`src/rtl/multdiv_ctrl.sv`:
```
// Sequencing controller for the radix-4 Booth multiplier and restoring
// divider: load/step strobes, step counting, divide-by-zero and result strobe.
module multdiv_ctrl #(
   parameter int MULT_STEPS = 16,
   parameter int DIV_STEPS  = 32,
   parameter int CNT_W      = 6
) (
   input  logic             clock,
   input  logic             reset,
   input  logic             ctrl_MULT,
   input  logic             ctrl_DIV,
   input  logic             divisor_zero,
   input  logic             flush,
   output logic             mult_load,
   output logic             mult_shift_ena,
   output logic             div_load,
   output logic             div_shift_ena,
   output logic             dp_ena,
   output logic [CNT_W-1:0] step_count,
   output logic             busy,
   output logic             data_resultRDY,
   output logic             data_exception,
   output logic             result_is_div
);

   typedef enum logic [1:0] {
      IDLE,
      MRUN,
      DRUN,
      DONE
   } state_t;

   localparam logic [CNT_W-1:0] M_LAST = CNT_W'(MULT_STEPS - 1);
   localparam logic [CNT_W-1:0] D_LAST = CNT_W'(DIV_STEPS - 1);

   state_t           state_q, state_d;
   logic [CNT_W-1:0] cnt_q, cnt_d;
   logic             exc_q, exc_d;
   logic             div_q, div_d;

   always_ff @(posedge clock) begin
      if (reset) begin
         state_q <= IDLE;
         cnt_q   <= '0;
         exc_q   <= 1'b0;
         div_q   <= 1'b0;
      end else begin
         state_q <= state_d;
         cnt_q   <= cnt_d;
         exc_q   <= exc_d;
         div_q   <= div_d;
      end
   end

   always_comb begin
      state_d        = state_q;
      cnt_d          = cnt_q;
      exc_d          = exc_q;
      div_d          = div_q;
      mult_load      = 1'b0;
      div_load       = 1'b0;
      mult_shift_ena = 1'b0;
      div_shift_ena  = 1'b0;
      busy           = 1'b1;
      data_resultRDY = 1'b0;
      data_exception = 1'b0;
      result_is_div  = 1'b0;

      unique case (state_q)
         IDLE: begin
            busy = 1'b0;
            if (ctrl_MULT) begin
               mult_load = 1'b1;
               state_d   = MRUN;
               cnt_d     = '0;
               exc_d     = 1'b0;
               div_d     = 1'b0;
            end else if (ctrl_DIV) begin
               cnt_d = '0;
               div_d = 1'b1;
               if (divisor_zero) begin
                  exc_d   = 1'b1;
                  state_d = DONE;
               end else begin
                  div_load = 1'b1;
                  exc_d    = 1'b0;
                  state_d  = DRUN;
               end
            end
         end
         MRUN: begin
            mult_shift_ena = 1'b1;
            cnt_d          = cnt_q + 1'b1;
            if (cnt_q == M_LAST)
               state_d = DONE;
         end
         DRUN: begin
            div_shift_ena = 1'b1;
            cnt_d         = cnt_q + 1'b1;
            if (cnt_q == D_LAST)
               state_d = DONE;
         end
         DONE: begin
            data_resultRDY = 1'b1;
            data_exception = exc_q;
            result_is_div  = div_q;
            state_d        = IDLE;
         end
         default: state_d = IDLE;
      endcase

      // An aborted start must not disturb the datapath registers
      if (flush || reset) begin
         state_d   = IDLE;
         cnt_d     = '0;
         mult_load = 1'b0;
         div_load  = 1'b0;
      end

      dp_ena = mult_load | div_load | mult_shift_ena | div_shift_ena;
   end

   assign step_count = cnt_q;

endmodule

```
`config.mk`:
```
export PLATFORM = sky130hd
export DESIGN_NAME = multdiv_ctrl
export DESIGN_NICKNAME = d
export VERILOG_FILES = /design/src/rtl/multdiv_ctrl.sv
export SDC_FILE = /design/constraint.sdc
export NUM_CORES = 1
export LEC_CHECK = 0
export ABC_AREA = 1
export BUFFER_PORTS_ARGS = -buffer_cell sky130_fd_sc_hd__buf_2
export CAP_MARGIN = 20
export CORE_ASPECT_RATIO = 1.1
export CORE_MARGIN = 3
export CORE_UTILIZATION = 24
export CTS_CLUSTER_DIAMETER = 200
export DETAILED_ROUTE_END_ITERATION = 7
export PLACE_DENSITY_LB_ADDON = 0.25
export SETUP_SLACK_MARGIN = 0.5
export SLEW_MARGIN = 30
export SYNTH_ARGS = -nofsm -noshare
export SYNTH_HDL_FRONTEND = slang
export SYNTH_SLANG_ARGS = --single-unit
```
`constraint.sdc`:
```
create_clock -name clock -period 3.2 [get_ports clock]
set_input_delay 0.48 -clock clock [delete_from_list [all_inputs] [get_ports clock]]
set_output_delay 0.48 -clock clock [all_outputs]
set_load 0.1 [all_outputs]
```
## Word-level counts from Yosys, hierarchy flattened

Cells that the tools add are included.

- Register bits: 10
- Output and inout port bits: 15
- Word-level logic and storage cells: 53
- Input bits: 6

- Equal/unequal tests: 8
- Add/subtract/negate cells: 1
- Reductions and logical operators: 9
- Mux-type cells: 28
- Bitwise gates (word level): 3

Operators with widths:

| cell | number |
|---|---|
| $mux 1 | 20 |
| $mux 6 | 2 |
| $pmux 6 s2 | 1 |
| $mux 2 | 4 |
| $pmux 2 s4 | 1 |
| $add 6x1->6 const B | 1 |
| $eq 6x4->1 const B | 1 |
| $eq 6x5->1 const B | 1 |
| $eq 2x2->1 const B | 2 |
| $ne 2x2->1 const B | 2 |
| $reduce_and 2->1 | 2 |
| $reduce_bool 2->1 | 2 |
| $reduce_or 2->1 | 2 |
| $ne 3x3->1 const B | 1 |
| $or 1x1->1 | 3 |
| $reduce_and 3->1 | 1 |
| $eq 2x1->1 const B | 1 |
| $logic_not 2->1 | 1 |
| $logic_or 1x1->1 | 1 |

## Longest topological paths before layout

- Depth in word-level cells: 8
- Depth in mapped cells: 9
- Mapped depth without buffers: 9

## Worst setup path before layout

Ideal clock, no wire load.

- Path type: register to output
- Start point: register state_q[0]
- End point: output port dp_ena
- Arrival time: 2.074 ns
- Required time: 2.720 ns
- Path slack: 0.646 ns
- Stages on the path, launching flop included: 5
- Buffers on the path: 0
- Cell sequence: dfxtp_1 -> inv_1 -> ha_1 -> nor2_1 -> nand3_1

- Elaborated cells on any way between the ends: 12
- Those cells by class: eq/ne: 2; mux: 6; bitwise: 3; reduce/logical: 1

RTL lines:

| item | line | source |
|---|---|---|
| start: declaration | 36 | `state_t state_q, state_d;` |
| start signal: assignment | 48 | `state_q <= state_d;` |
| $eq 2x2->1 | 69 | `unique case (state_q)` |
| $mux 1 | 69 |  |
| via div_shift_ena | 17 | `output logic div_shift_ena,` |
| $or 1x1->1 | 120 | `dp_ena = mult_load \| div_load \| mult_shift_ena \| div_shift_ena;` |
| end: declaration | 18 | `output logic dp_ena,` |

The timed path passes the listed nets, and every way through them passes these cells.

## Worst setup path in the final report

- Start point: register state_q[0]
- End point: output port dp_ena

- Word-level cells in the longest chain between the ends: 6
- Elaborated cells on any way between the ends: 12
- Those cells by class: eq/ne: 2; mux: 6; bitwise: 3; reduce/logical: 1

RTL lines:

| item | line | source |
|---|---|---|
| $logic_not 2->1 | 69 |  |
| $mux 1 | 69 |  |
| $mux 1 | 113 | `if (flush \|\| reset) begin` |
| $or 1x1->1 (2 in series) | 120 |  |
| $or 1x1->1 (*) | 120 |  |

Every way passes the cells marked *; elsewhere a longest branch is shown, timed or not.

==> results.yml <==
floorplanning:
  dieArea_um2: 3260
  die_y_um: 59.5
  io_pins: 21
  die_w_um: 54.7
  fp.coreArea_um2: 2360
  num_rows: 18
  initial_core_util_pct: 26.5
setup_path:
  reg2reg_slack_ns: 1.66
  cp-end-kind: "primary output"
  critical_path.max_fanout: 7
  reg2reg_depth: 8
  worstReg2RegEnd: "step_count[5]"
  cp_data_arrival_time_ns: 1.68
  required_ns: 2.72
  cp-start-kind: "flop"
  reg2reg_from: "state_q[0]"
  critPathKind: "reg -> out"
clocking:
  clock_latency_ns: 0.26
  cts_resized: 0
  postCtsHoldBufs: 0
  clockRootBuffer: "clkbuf_4"
  cts.path.max_buffers: 2
  clock_sinks: 10
  path_clk_slew_ns: 0.07
  cts_made_buffers: 3
  htreeDepth: 1
  post_cts_buffers: 0
  tritoncts: "yes"
global_routing:
  antenna_found_initial: 0
  grt.total_usage_pct: 10.5
  grt_pass1_wl_um: 2490
  grt-ovfl-total: 0
  grt_pass1_vias: 591
  grt_max_degree: 8
sta:
  timing.final.crit_period_ns: 2.16
  fin_skew_ns: 0.000648
  slew_violations: 0
  setup_viol_count_final: 0
  tightest_slew_ns: 0.488
  setup_tns_ns: 0
  finalHoldViolCount: 0
  slew_headroom_pct: 67.7
  max_freq_ghz: 0.463
  rsz0062_at_grt: "no"
  layout_setup_ws_ns: 1.04
  period_share_pct: 67.5
routing:
  drc: 0
  drt_iter0_drc: 7
  vias: 657
  drtPass1Iterations: 2
  viasPerCell: 4.44
  wl_um: 1390
  ant_nets: 0
  wire_per_inst_um: 9.42
power:
  ir_worst_vdd_mv: 0.284
  power.total_uw: 416
  p_leak_nw: 0.443
  pwr_density_cell_nw_per_um2: 529
final_layout:
  n_antenna_cell: 0
  fin_area_um2: 786
  syn_to_final_growth_pct: 25.6
  seqCellArea_um2: 200
  fin_cells: 148
  drive_above_1_share_pct: 22.0
  n_fill_cell: 275
  layout_common_cells: "nand2_1 (20), buf_2 (20), inv_1 (18), nor2_1 (13), dfxtp_1 (10)"
  nNetsFinal: 132
  multi_input_area_um2: 358
logic_synthesis:
  ys_types: 15
  synth_area_um2: 626
  ys_seq_area_share_pct: 32.0
  avgSynthCellArea_um2: 6.59
  yosys_register_bits: 10
  yosysWarnings: 0
  synth_fp_nets: 107
  synthCells: 95
placed_design:
  dp_cells: 145
  dp_worst_setup_slack_ns: 1.15
  globalplace.congestion: 0.737
  numPortBuffers: 20
  dpl_cell_area_um2: 763
  dp_hpwl_um: 1160
outcome:
  outcome: "complete, no violations"
job:
  drv_cap: 0
worst_hold_path:
  min-delay-start: "reset"
  min_to: "exc_q"
  hold_path.class: "in -> reg"
  hold_depth: 2
==> cells in the mapped netlist, drive strengths merged <==
master | count | area [um^2]
nand4 | 5 | 31.3
inv | 18 | 67.6
dfxtp | 10 | 200
nand2 | 21 | 81.3
a211oi | 1 | 7.51
a21oi | 6 | 30.0
nand3 | 5 | 25.0
or2 | 1 | 6.26
o21ai | 8 | 43.8
nor2 | 13 | 48.8
xor2 | 1 | 8.76
ha | 6 | 75.1
==> how the worst max path moves through the flow <==
| stage | startpoint | to | slack, ns | cells after the start |
|---|---|---|---|---|
| floorplan | state_q[0] | dp_ena | 0.65 | 4 |
| global placement | reset | dp_ena | 1.21 | 5 |
| detailed placement | reset | dp_ena | 1.15 | 5 |
| CTS | state_q[0] | dp_ena | 1.02 | 5 |
| global route | state_q[0] | dp_ena | 0.92 | 5 |
| finish | state_q[0] | dp_ena | 1.04 | 5 |
==> cells by family (layout without fill, tap and decap cells) <==
group / after synthesis / count (layout) / share of synthesized area [%]
fa+ha+maj: 6 / 6 / 12.0
simple gates: 45 / 45 / 30.8
xor+xnor: 1 / 1 / 1.40
compound gates: 15 / 15 / 13.0
buf+inv: 18 / 41 / 10.8
flops: 10 / 10 / 32.0
==> layout make-up <==
class / instances / share of cell area, %
multi-input combinational: 67 / 45.5
sequential: 10 / 25.5
timing repair buffer: 20 / 12.7
inverter: 18 / 8.60
tap: 30 / 4.78
clock buffer: 3 / 2.87
==> through the flow <==
| stage | utilization, % | hold slack [ns] |
|---|---|---|
| 5_1_grt | 33.2 | 0.398 |
| 3_5_place_dp | 32.3 | 0.463 |
| 6_report | 33.2 | 0.399 |
| 3_3_place_gp | 32.3 | 0.465 |
| 4_1_cts | 33.2 | 0.391 |
| 2_1_floorplan | - | 0.438 |
==> routing by layer <==
metal	GRT usage (%)	routed length, um	vias to the layer above	share of wire [%]
met1	14.5	688	282	49
met2	14.5	588	20	42
li1	-	-	353	-
met3	4.53	107	2	7.7
met5	0	0	-	0
met4	3.20	10	0	0.72
==> power by group <==
part           switching (mW)  internal, mW
clock                  0.0451        0.0435
sequential            0.00630         0.131
combinational           0.150        0.0395
total                   0.201         0.214
==> worst max-delay path, cell delays in order, from the launching register on <==
cell     delay (ns)
dfxtp_1        0.34
inv_1          0.10
ha_1           0.30
nand4_1        0.15
nand3_1        0.10
buf_2          0.42
==> flip-flops by register name, indices dropped and copies added (netlist names) <==
name        flops
exc_q           1
div_q           1
state_q         2
step_count      6
No activity file was read; power rests on OpenSTA's default activity.
